<file path="config.mk">
export PLATFORM = sky130hd
export DESIGN_NAME = popcount_unary_tx
export DESIGN_NICKNAME = d
export VERILOG_FILES = /design/src/rtl/popcount_unary_tx.sv
export SDC_FILE = /design/constraint.sdc
export NUM_CORES = 1
export LEC_CHECK = 0
export CORE_ASPECT_RATIO = 0.6
export CORE_MARGIN = 4
export CORE_UTILIZATION = 40
export DETAILED_ROUTE_END_ITERATION = 10
export SLEW_MARGIN = 20
export SYNTH_ARGS = -nofsm -noshare
export SYNTH_HDL_FRONTEND = slang
export SYNTH_SLANG_ARGS = --single-unit
</file>
<file path="constraint.sdc">
create_clock -name clk -period 1.8 [get_ports clk]
set_clock_uncertainty 0.05 [all_clocks]
set_input_delay 0.36 -clock clk [delete_from_list [all_inputs] [get_ports clk]]
set_output_delay 0.36 -clock clk [all_outputs]
set_load 0.03 [all_outputs]
</file>
<file path="src/rtl/popcount_unary_tx.sv">
// Count-to-unary transmitter: serialises an N-bit frame whose weight equals the accepted count.
// Define POPCOUNT_UNARY_SHUFFLE_EN to spread the ones with an LFSR instead of a thermometer code.
//
// state  | meaning
// S_IDLE | cnt_ready high, waiting for a count
// S_EMIT | presenting frame bits on the serial handshake
// S_DONE | one cycle: vec_out updated, vec_valid pulsed
module popcount_unary_tx #(
   parameter int              N    = 10,
   parameter int              CW   = 4,
   parameter logic [15:0]     SEED = 16'hACE1
) (
   input  logic          clk,
   input  logic          rst,
   input  logic [CW-1:0] cnt_in,
   input  logic          cnt_valid,
   output logic          cnt_ready,
   output logic          bit_out,
   output logic          bit_valid,
   output logic          bit_last,
   input  logic          bit_ready,
   output logic [N-1:0]  vec_out,
   output logic          vec_valid,
   output logic          sat
);

   typedef enum logic [1:0] {S_IDLE, S_EMIT, S_DONE} state_t;

   localparam logic [CW-1:0] N_CW = CW'(N);

   state_t        state, state_nxt;
   logic [CW-1:0] ones, ones_nxt;
   logic [CW-1:0] slots, slots_nxt;
   logic [N-1:0]  frame, frame_nxt;
   logic          accept, bit_hs;
   logic          pick_nxt, bit_nxt;

   assign accept = cnt_valid & cnt_ready;
   assign bit_hs = bit_valid & bit_ready;

`ifdef POPCOUNT_UNARY_SHUFFLE_EN
   logic [15:0] lfsr, lfsr_nxt;

   // x^16+x^14+x^13+x^11+1, stepped once per accepted bit
   always_comb begin
      lfsr_nxt = lfsr;
      if (bit_hs)
         lfsr_nxt = {lfsr[14:0], lfsr[15] ^ lfsr[13] ^ lfsr[12] ^ lfsr[10]};
   end

   always_ff @(posedge clk or posedge rst) begin
      if (rst) lfsr <= SEED;
      else     lfsr <= lfsr_nxt;
   end

   assign pick_nxt = lfsr_nxt[0];
`else
   wire unused_seed = ^SEED;
   assign pick_nxt = 1'b1;
`endif

   always_comb begin
      state_nxt = state;
      ones_nxt  = ones;
      slots_nxt = slots;
      frame_nxt = frame;
      case (state)
         S_IDLE: begin
            if (accept) begin
               state_nxt = S_EMIT;
               ones_nxt  = (cnt_in > N_CW) ? N_CW : cnt_in;
               slots_nxt = N_CW;
               frame_nxt = '0;
            end
         end
         S_EMIT: begin
            if (bit_hs) begin
               // shift in from the top so the first emitted bit ends at index 0
               frame_nxt = {bit_out, frame[N-1:1]};
               slots_nxt = slots - 1'b1;
               ones_nxt  = ones - CW'(bit_out);
               if (slots == 1) state_nxt = S_DONE;
            end
         end
         S_DONE:  state_nxt = S_IDLE;
         default: state_nxt = S_IDLE;
      endcase
   end

   // forced 0 / forced 1 keep the weight exact whatever the pick source
   always_comb begin
      bit_nxt = pick_nxt;
      if (ones_nxt == '0)           bit_nxt = 1'b0;
      else if (ones_nxt == slots_nxt) bit_nxt = 1'b1;
   end

   always_ff @(posedge clk or posedge rst) begin
      if (rst) begin
         state     <= S_IDLE;
         ones      <= '0;
         slots     <= '0;
         frame     <= '0;
         cnt_ready <= 1'b0;
         bit_out   <= 1'b0;
         bit_valid <= 1'b0;
         bit_last  <= 1'b0;
         vec_out   <= '0;
         vec_valid <= 1'b0;
         sat       <= 1'b0;
      end else begin
         state     <= state_nxt;
         ones      <= ones_nxt;
         slots     <= slots_nxt;
         frame     <= frame_nxt;
         cnt_ready <= (state_nxt == S_IDLE);
         bit_valid <= (state_nxt == S_EMIT);
         bit_out   <= (state_nxt == S_EMIT) & bit_nxt;
         bit_last  <= (state_nxt == S_EMIT) && (slots_nxt == 1);
         vec_valid <= (state_nxt == S_DONE);
         if (state == S_EMIT && state_nxt == S_DONE) vec_out <= frame_nxt;
         if (accept) sat <= (cnt_in > N_CW);
      end
   end

endmodule

</file>
==> impl_metrics.py, run 1 <==
metrics = {
    "global_routing": {
        "grtUsageMet1_pct": 23.87,
        "antenna_found_initial": 0,
        "grt_pass1_wl_mm": 5.802,
        "grt_max_degree": 36,
        "grt_pass1_vias": 1154,
        "grt_use_met3_pct": 5.917,
        "grt_usage_pct": 15.39,
        "globalRouteOverflowTotal": 0,
        "use_met2_pct": 18.96,
        "busiest_layer": "met1",
    },
    "power": {
        "swShare_pct": 39.86,
        "peakVddDrop_v": 0.0009022,
        "powerDensity_nw_per_um2": 1798,
        "cellLeakagePower_nw": 0.9890,
        "intPower_w": 0.002278,
        "p_sw_w": 0.001510,
        "power_frac_clock_pct": 16.4,
        "p_seq_share_pct": 36.3,
        "combPwrFrac_pct": 47.2,
    },
    "place": {
        "pre_cts_slack_ns": -0.3185,
        "dp_cells": 239,
        "gp_congestion": 0.8852,
        "post-dp-hpwl_mm": 2.531,
        "portBuffers": 23,
    },
    "synthesis": {
        "synth_warnings": 0,
        "synth_area_um2": 1549,
        "post-synth-top-area-cell": "dfrtp_1",
        "yosys_register_bits": 35,
        "synthCells": 158,
        "seq_area_frac_synth_pct": 56.54,
        "synth_nets": 170,
        "ys_top_cells_by_area": "dfrtp_1 (57%), nand2_1 (7.8%), a31oi_1 (4.0%)",
        "postSynthAreaPerCell_um2": 9.804,
        "async_reset_ff_share_pct": 100.0,
        "ys.flop_type": "dfrtp_1",
        "yosys-top-cells-count": "dfrtp_1 (35), nand2_1 (32), nor2_1 (13)",
        "synth.most_common_cell": "dfrtp_1",
        "synthDistinctLibCells": 33,
        "yosys.area.top_type_share_pct": 56.54,
        "synth_enable_flop_cells": 0,
    },
    "worst_setup_path": {
        "crit_family": "buffers and inverters",
        "cp.required_ns": 1.39,
        "cp.arrival_ns": 1.33,
        "critPathKind": "flop to output port",
        "cp_slowest_cell": "clkdlybuf4s50_1",
        "cp_cell_sequence": "clkdlybuf4s50_1",
        "startpoint_type": "flop",
        "cp-startpoint": "vec_out[7]",
        "critical_path_peak_fanout": 2,
        "endpoint_kind": "output port",
        "max_stage_delay_ns": 0.68,
        "timing.rr.start": "bit_out",
        "cp_num_buf_inv": 1,
    },
    "timing": {
        "setup_slack_ns": 0.06484,
        "final_hold_viol_count": 0,
        "rsz0062_at_grt": "no",
        "drv_slew": 0,
        "max_freq_mhz": 576.3,
        "finalSetupViolCount": 0,
        "max-slew-margin-rel_pct": 71.01,
        "post-route-min-period_ns": 1.735,
        "post-route-period-util_pct": 96.40,
        "worstMarginPinSlew_ns": 0.4348,
    },
    "route": {
        "ant_nets": 0,
        "dr.pass1.iters": 4,
        "drt_wl_total_mm": 3.605,
        "vias": 1239,
        "wl_per_cell_um": 14.60,
        "drtIter0Drc": 81,
        "post_drt_via_cell_ratio": 5.016,
        "drt_drc_violations_left": 0,
    },
    "hold_path": {
        "hold_path_class": "input pin to asynchronous set/reset pin",
    },
    "die": {
        "die_w_um": 88.34,
        "die_y_um": 56.20,
        "row_count": 17,
        "initial_utilization_pct": 41.85,
        "dieArea_um2": 4964,
        "core_area_um2": 3701,
        "io_pins": 24,
    },
    "clock_network": {
        "clock_latency_ns": 0.28,
        "clockBufferDepth": 2,
        "cts_tree": "done",
        "numCtsBuffers": 5,
        "cts_root_buf": "clkbuf_8",
        "htreeDepth": 2,
        "cts.reportedPaths.clkPinSlew_ns": 0.07,
        "cts_hold_buf": 0,
        "cts_setup_buffers": 0,
        "cts.sinks": 35,
    },
    "status": {
        "status": "finished clean",
    },
    "cells_and_area": {
        "nets": 211,
        "synthToLayoutAreaGrowth_pct": 36.03,
        "drive_gt1_share_pct": 18.50,
        "antenna_cells": 0,
        "fin_cells": 247,
    },
    "job": {
        "max-cap-violations": 0,
    },
}
==> layout make-up <==
cell class                      count  area [um2]
Inverter                            6       22.52
Timing Repair Buffer               42       379.1
Fill cell                         344        1594
Tap cell                           47       58.81
Multi-Input combinational cell    109       668.1
Sequential cell                    35       878.3
Clock buffer                        8       100.1
==> state kept, by name (all words and copies together) (netlist names) <==
register,count
bit_last,1
bit_out,1
bit_valid,1
cnt_ready,1
frame,9
ones,4
sat,1
slots,4
state,2
vec_out,10
vec_valid,1
==> repair_timing <==
| item | 4_1_cts | 5_1_grt |
|---|---|---|
| pin swaps | 0 | 4 |
| resized for setup | 4 | 14 |
| setup endpoints to repair | 3 | 14 |
==> power by group through the flow <==
stage / registers [W] / clock network [W] / logic (W)
6_report: 0.00138 / 0.000623 / 0.00179
5_1_grt: 0.00142 / 0.000688 / 0.00195
4_1_cts: 0.00136 / 0.000646 / 0.00173
3_5_place_dp: 0.00137 / 0 / 0.00171
3_3_place_gp: 0.00135 / 0 / 0.00167
2_1_floorplan: 0.00162 / 0 / 0.000744
==> placed cells by master, fill, tap and decap left out, types with 2 or more instances in the layout <==
cell | synthesis | final
a21oi_1 | 2 | 2
a31oi_1 | 10 | 10
dfrtp_2 | 0 | 2
ha_1 | 4 | 2
nand2_1 | 32 | 32
clkbuf_8 | 0 | 7
nor2_1 | 13 | 13
o211ai_1 | 3 | 3
dfrtp_1 | 35 | 33
o21ai_1 | 2 | 4
xnor2_1 | 2 | 2
o21ai_0 | 6 | 4
ha_4 | 0 | 2
inv_1 | 6 | 5
clkdlybuf4s50_1 | 0 | 19
nand3_1 | 11 | 10
dlymetal6s2s_1 | 0 | 3
nor3_1 | 2 | 2
buf_4 | 0 | 19
nor2b_1 | 4 | 4
mux2i_1 | 2 | 2
==> stage by stage <==
stage | hold WS, ns | power [W] | TNS (ns) | utilization [%] | area (um2)
after floorplan | 0.4066 | 0.002363 | 0 | - | 1550
after global placement | 0.4170 | 0.003028 | -1.459 | 52.47 | 1942
after detailed placement | 0.4313 | 0.003076 | -2.431 | 52.47 | 1942
after CTS | 0.4471 | 0.003732 | 0 | 55.31 | 2047
after global routing | 0.4666 | 0.004063 | 0 | 56.93 | 2107
final | 0.4362 | 0.003788 | 0 | 56.93 | 2107
==> routing by layer <==
layer | routed length, um | vias to the layer above
met5 | 0 | -
li1 | - | 629
met1 | 1944 | 581
met2 | 1445 | 22
met4 | 47 | 0
met3 | 168 | 7
==> kinds of logic after synthesis <==
| group | after synthesis | synth area share [%] |
|---|---|---|
| AOI/OAI and AO/OA | 30 | 12.60 |
| muxes | 2 | 1.292 |
| buffers and inverters | 14 | 4.039 |
| adders and majority gates | 4 | 3.231 |
| DFF | 35 | 56.54 |
| and+or+nand+nor | 71 | 21.16 |
| xor gates and xnor gates | 2 | 1.131 |
==> final timing paths <==
check                        endpoint  slack (ns)  cells past startpoint
hold / removal               slots[2]        0.44                      3
hold reg to reg                   sat        0.45                      2
setup / recovery           vec_out[7]        0.06                      1
max in group asynchronous     bit_out        0.93                      3
min in group clk                  sat        0.45                      2
setup reg to reg              bit_out        0.10                      6
Note: power is estimated with default switching activity, not from simulation.
==> inputs of run 2 (changes only) <==
Settings changed: CTS_BUF_LIST set to sky130_fd_sc_hd__clkbuf_16.
==> run 2 against run 1 <==
Compared with the run above: worst hold slack better by 0.0075 ns; non-clock buffer count unchanged; clock power grew 26%; critical path type unchanged.
==> impl_metrics.py, run 2 (same netlist as run 1, synthesis figures left out) <==
metrics = {
    "status": {
        "status": "finished clean",
    },
    "cells_and_area": {
        "nets": 211,
        "synthToLayoutAreaGrowth_pct": 38.45,
        "final_util_pct": 57.94,
        "top_register": "vec_out",
        "largest_reg_flops": 10,
        "seqCellArea_um2": 878.3,
        "multiInputGateArea_um2": 668.1,
        "fill_cells": 337,
        "antenna_cells": 0,
        "drive_gt1_share_pct": 17.50,
        "top_regs": "vec_out (10), frame (9)",
        "most-common-layout-cells": "dfrtp_1 (33), nand2_1 (32), clkdlybuf4s50_1 (20), buf_4 (19), nor2_1 (13)",
        "final_common_cell": "dfrtp_1",
    },
    "global_routing": {
        "grt_max_degree": 36,
        "globalRouteOverflowTotal": 0,
        "antenna_found_initial": 0,
        "grt_pass1_vias": 1146,
        "grt_pass1_wl_mm": 5.692,
        "grt_usage_pct": 14.72,
    },
    "clock_network": {
        "htreeDepth": 2,
        "cts_hold_buf": 0,
        "clockBufferDepth": 2,
        "cts_setup_buffers": 0,
        "clock_latency_ns": 0.27,
        "numCtsBuffers": 5,
        "cts.reportedPaths.clkPinSlew_ns": 0.05,
        "cts_tree": "done",
        "cts_root_buf": "clkbuf_16",
        "cts.sinks": 35,
    },
    "place": {
        "pre_cts_slack_ns": -0.3185,
        "portBuffers": 23,
        "gp_congestion": 0.8852,
        "post-dp-hpwl_mm": 2.531,
    },
    "die": {
        "initial_utilization_pct": 41.85,
        "io_pins": 24,
        "die_w_um": 88.34,
        "die_y_um": 56.20,
        "dieArea_um2": 4964,
        "row_count": 17,
        "core_area_um2": 3701,
    },
    "timing": {
        "post-route-min-period_ns": 1.757,
        "drv_slew": 0,
        "setup_slack_ns": 0.04333,
        "max-slew-margin-rel_pct": 71.11,
        "worstMarginPinSlew_ns": 0.4334,
        "post-route-period-util_pct": 97.59,
        "finalSetupViolCount": 0,
        "max_freq_mhz": 569.3,
        "rsz0062_at_grt": "no",
        "setup_tns_ns": 0,
        "final_hold_viol_count": 0,
    },
    "hold_path": {
        "min_path_cells": 2,
        "worstHoldEndpoint": "sat",
        "hold_path_class": "flop to flop",
        "hold_path.startpoint": "sat",
    },
    "worst_setup_path": {
        "critPathKind": "flop to output port",
        "cp_cell_sequence": "clkdlybuf4s50_1",
        "endpoint_kind": "output port",
        "crit_family": "buffers and inverters",
        "max_stage_delay_ns": 0.68,
        "timing.rr.start": "bit_out",
        "reg2regPathDepth": 6,
        "cp_slowest_cell": "clkdlybuf4s50_1",
        "critical_path_peak_fanout": 3,
        "startpoint_type": "flop",
        "cp.arrival_ns": 1.35,
        "cp_num_buf_inv": 1,
        "cp.required_ns": 1.39,
        "r2r_slack_ns": 0.11,
        "r2r-end": "bit_out",
    },
    "power": {
        "combPwrFrac_pct": 45.2,
        "peakVddDrop_v": 0.0009205,
        "power_frac_clock_pct": 19.9,
        "p_seq_share_pct": 34.9,
        "powerDensity_nw_per_um2": 1844,
        "swShare_pct": 38.39,
        "intPower_w": 0.002436,
        "p_sw_w": 0.001518,
        "cellLeakagePower_nw": 1.001,
    },
    "route": {
        "vias": 1242,
        "dr.pass1.iters": 4,
        "drt_drc_violations_left": 0,
        "ant_nets": 0,
        "drt_wl_total_mm": 3.525,
        "wl_per_cell_um": 14.27,
        "post_drt_via_cell_ratio": 5.028,
        "drtIter0Drc": 59,
    },
    "job": {
        "max-cap-violations": 0,
    },
}
run 2: routing by layer:
metal / GRT usage (%) / vias up / share of wire [%]
li1: - / 630 / -
met1: 23.31 / 583 / 54
met2: 18.85 / 27 / 41
met3: 5.030 / 2 / 5.1
met4: 3.233 / 0 / 0.34
met5: 0 / - / 0
run 2: layout make-up:
cell class,count,area share (%)
clock buffers,5,5.834
clock inverters,3,0.5251
inverters,6,1.050
multi-input cells,109,31.16
flip-flops and latches,35,40.96
well taps,47,2.742
repair buffers,42,17.74
run 2: power by group through the flow:
stage / clock network (W) / registers (W) / logic, W
2_1_floorplan: 0 / 0.00162 / 0.000744
3_3_place_gp: 0 / 0.00135 / 0.00167
3_5_place_dp: 0 / 0.00137 / 0.00171
4_1_cts: 0.000807 / 0.00136 / 0.00173
5_1_grt: 0.000843 / 0.00143 / 0.00195
6_report: 0.000787 / 0.00138 / 0.00179
run 2: worst max path at each step:
stage	start	end	slack (ns)	cells past startpoint
6_report	bit_out	bit_out	0.04	1
5_1_grt	bit_out	bit_out	0.001	1
4_1_cts	ones[0]	bit_out	0.007	7
3_5_place_dp	bit_ready	bit_out	-0.32	6
3_3_place_gp	bit_ready	bit_out	-0.28	6
2_1_floorplan	bit_out	bit_out	0.03	6
run 2: stage by stage:
stage          std cells  instance area (um2)  total power [W]  hold WS, ns
2_1_floorplan        158                 1550         0.002363       0.4066
4_1_cts              247                 2085         0.003896       0.4462
3_5_place_dp         239                 1942         0.003076       0.4313
3_3_place_gp         239                 1942         0.003028       0.4170
6_report             247                 2145         0.003954       0.4436
5_1_grt              247                 2145         0.004225       0.4622
run 2: repair_timing:
action	CTS	global route
pin swaps	0	4
cloned	0	0
endpoints found under the setup margin	2	13
gates resized for setup	3	14
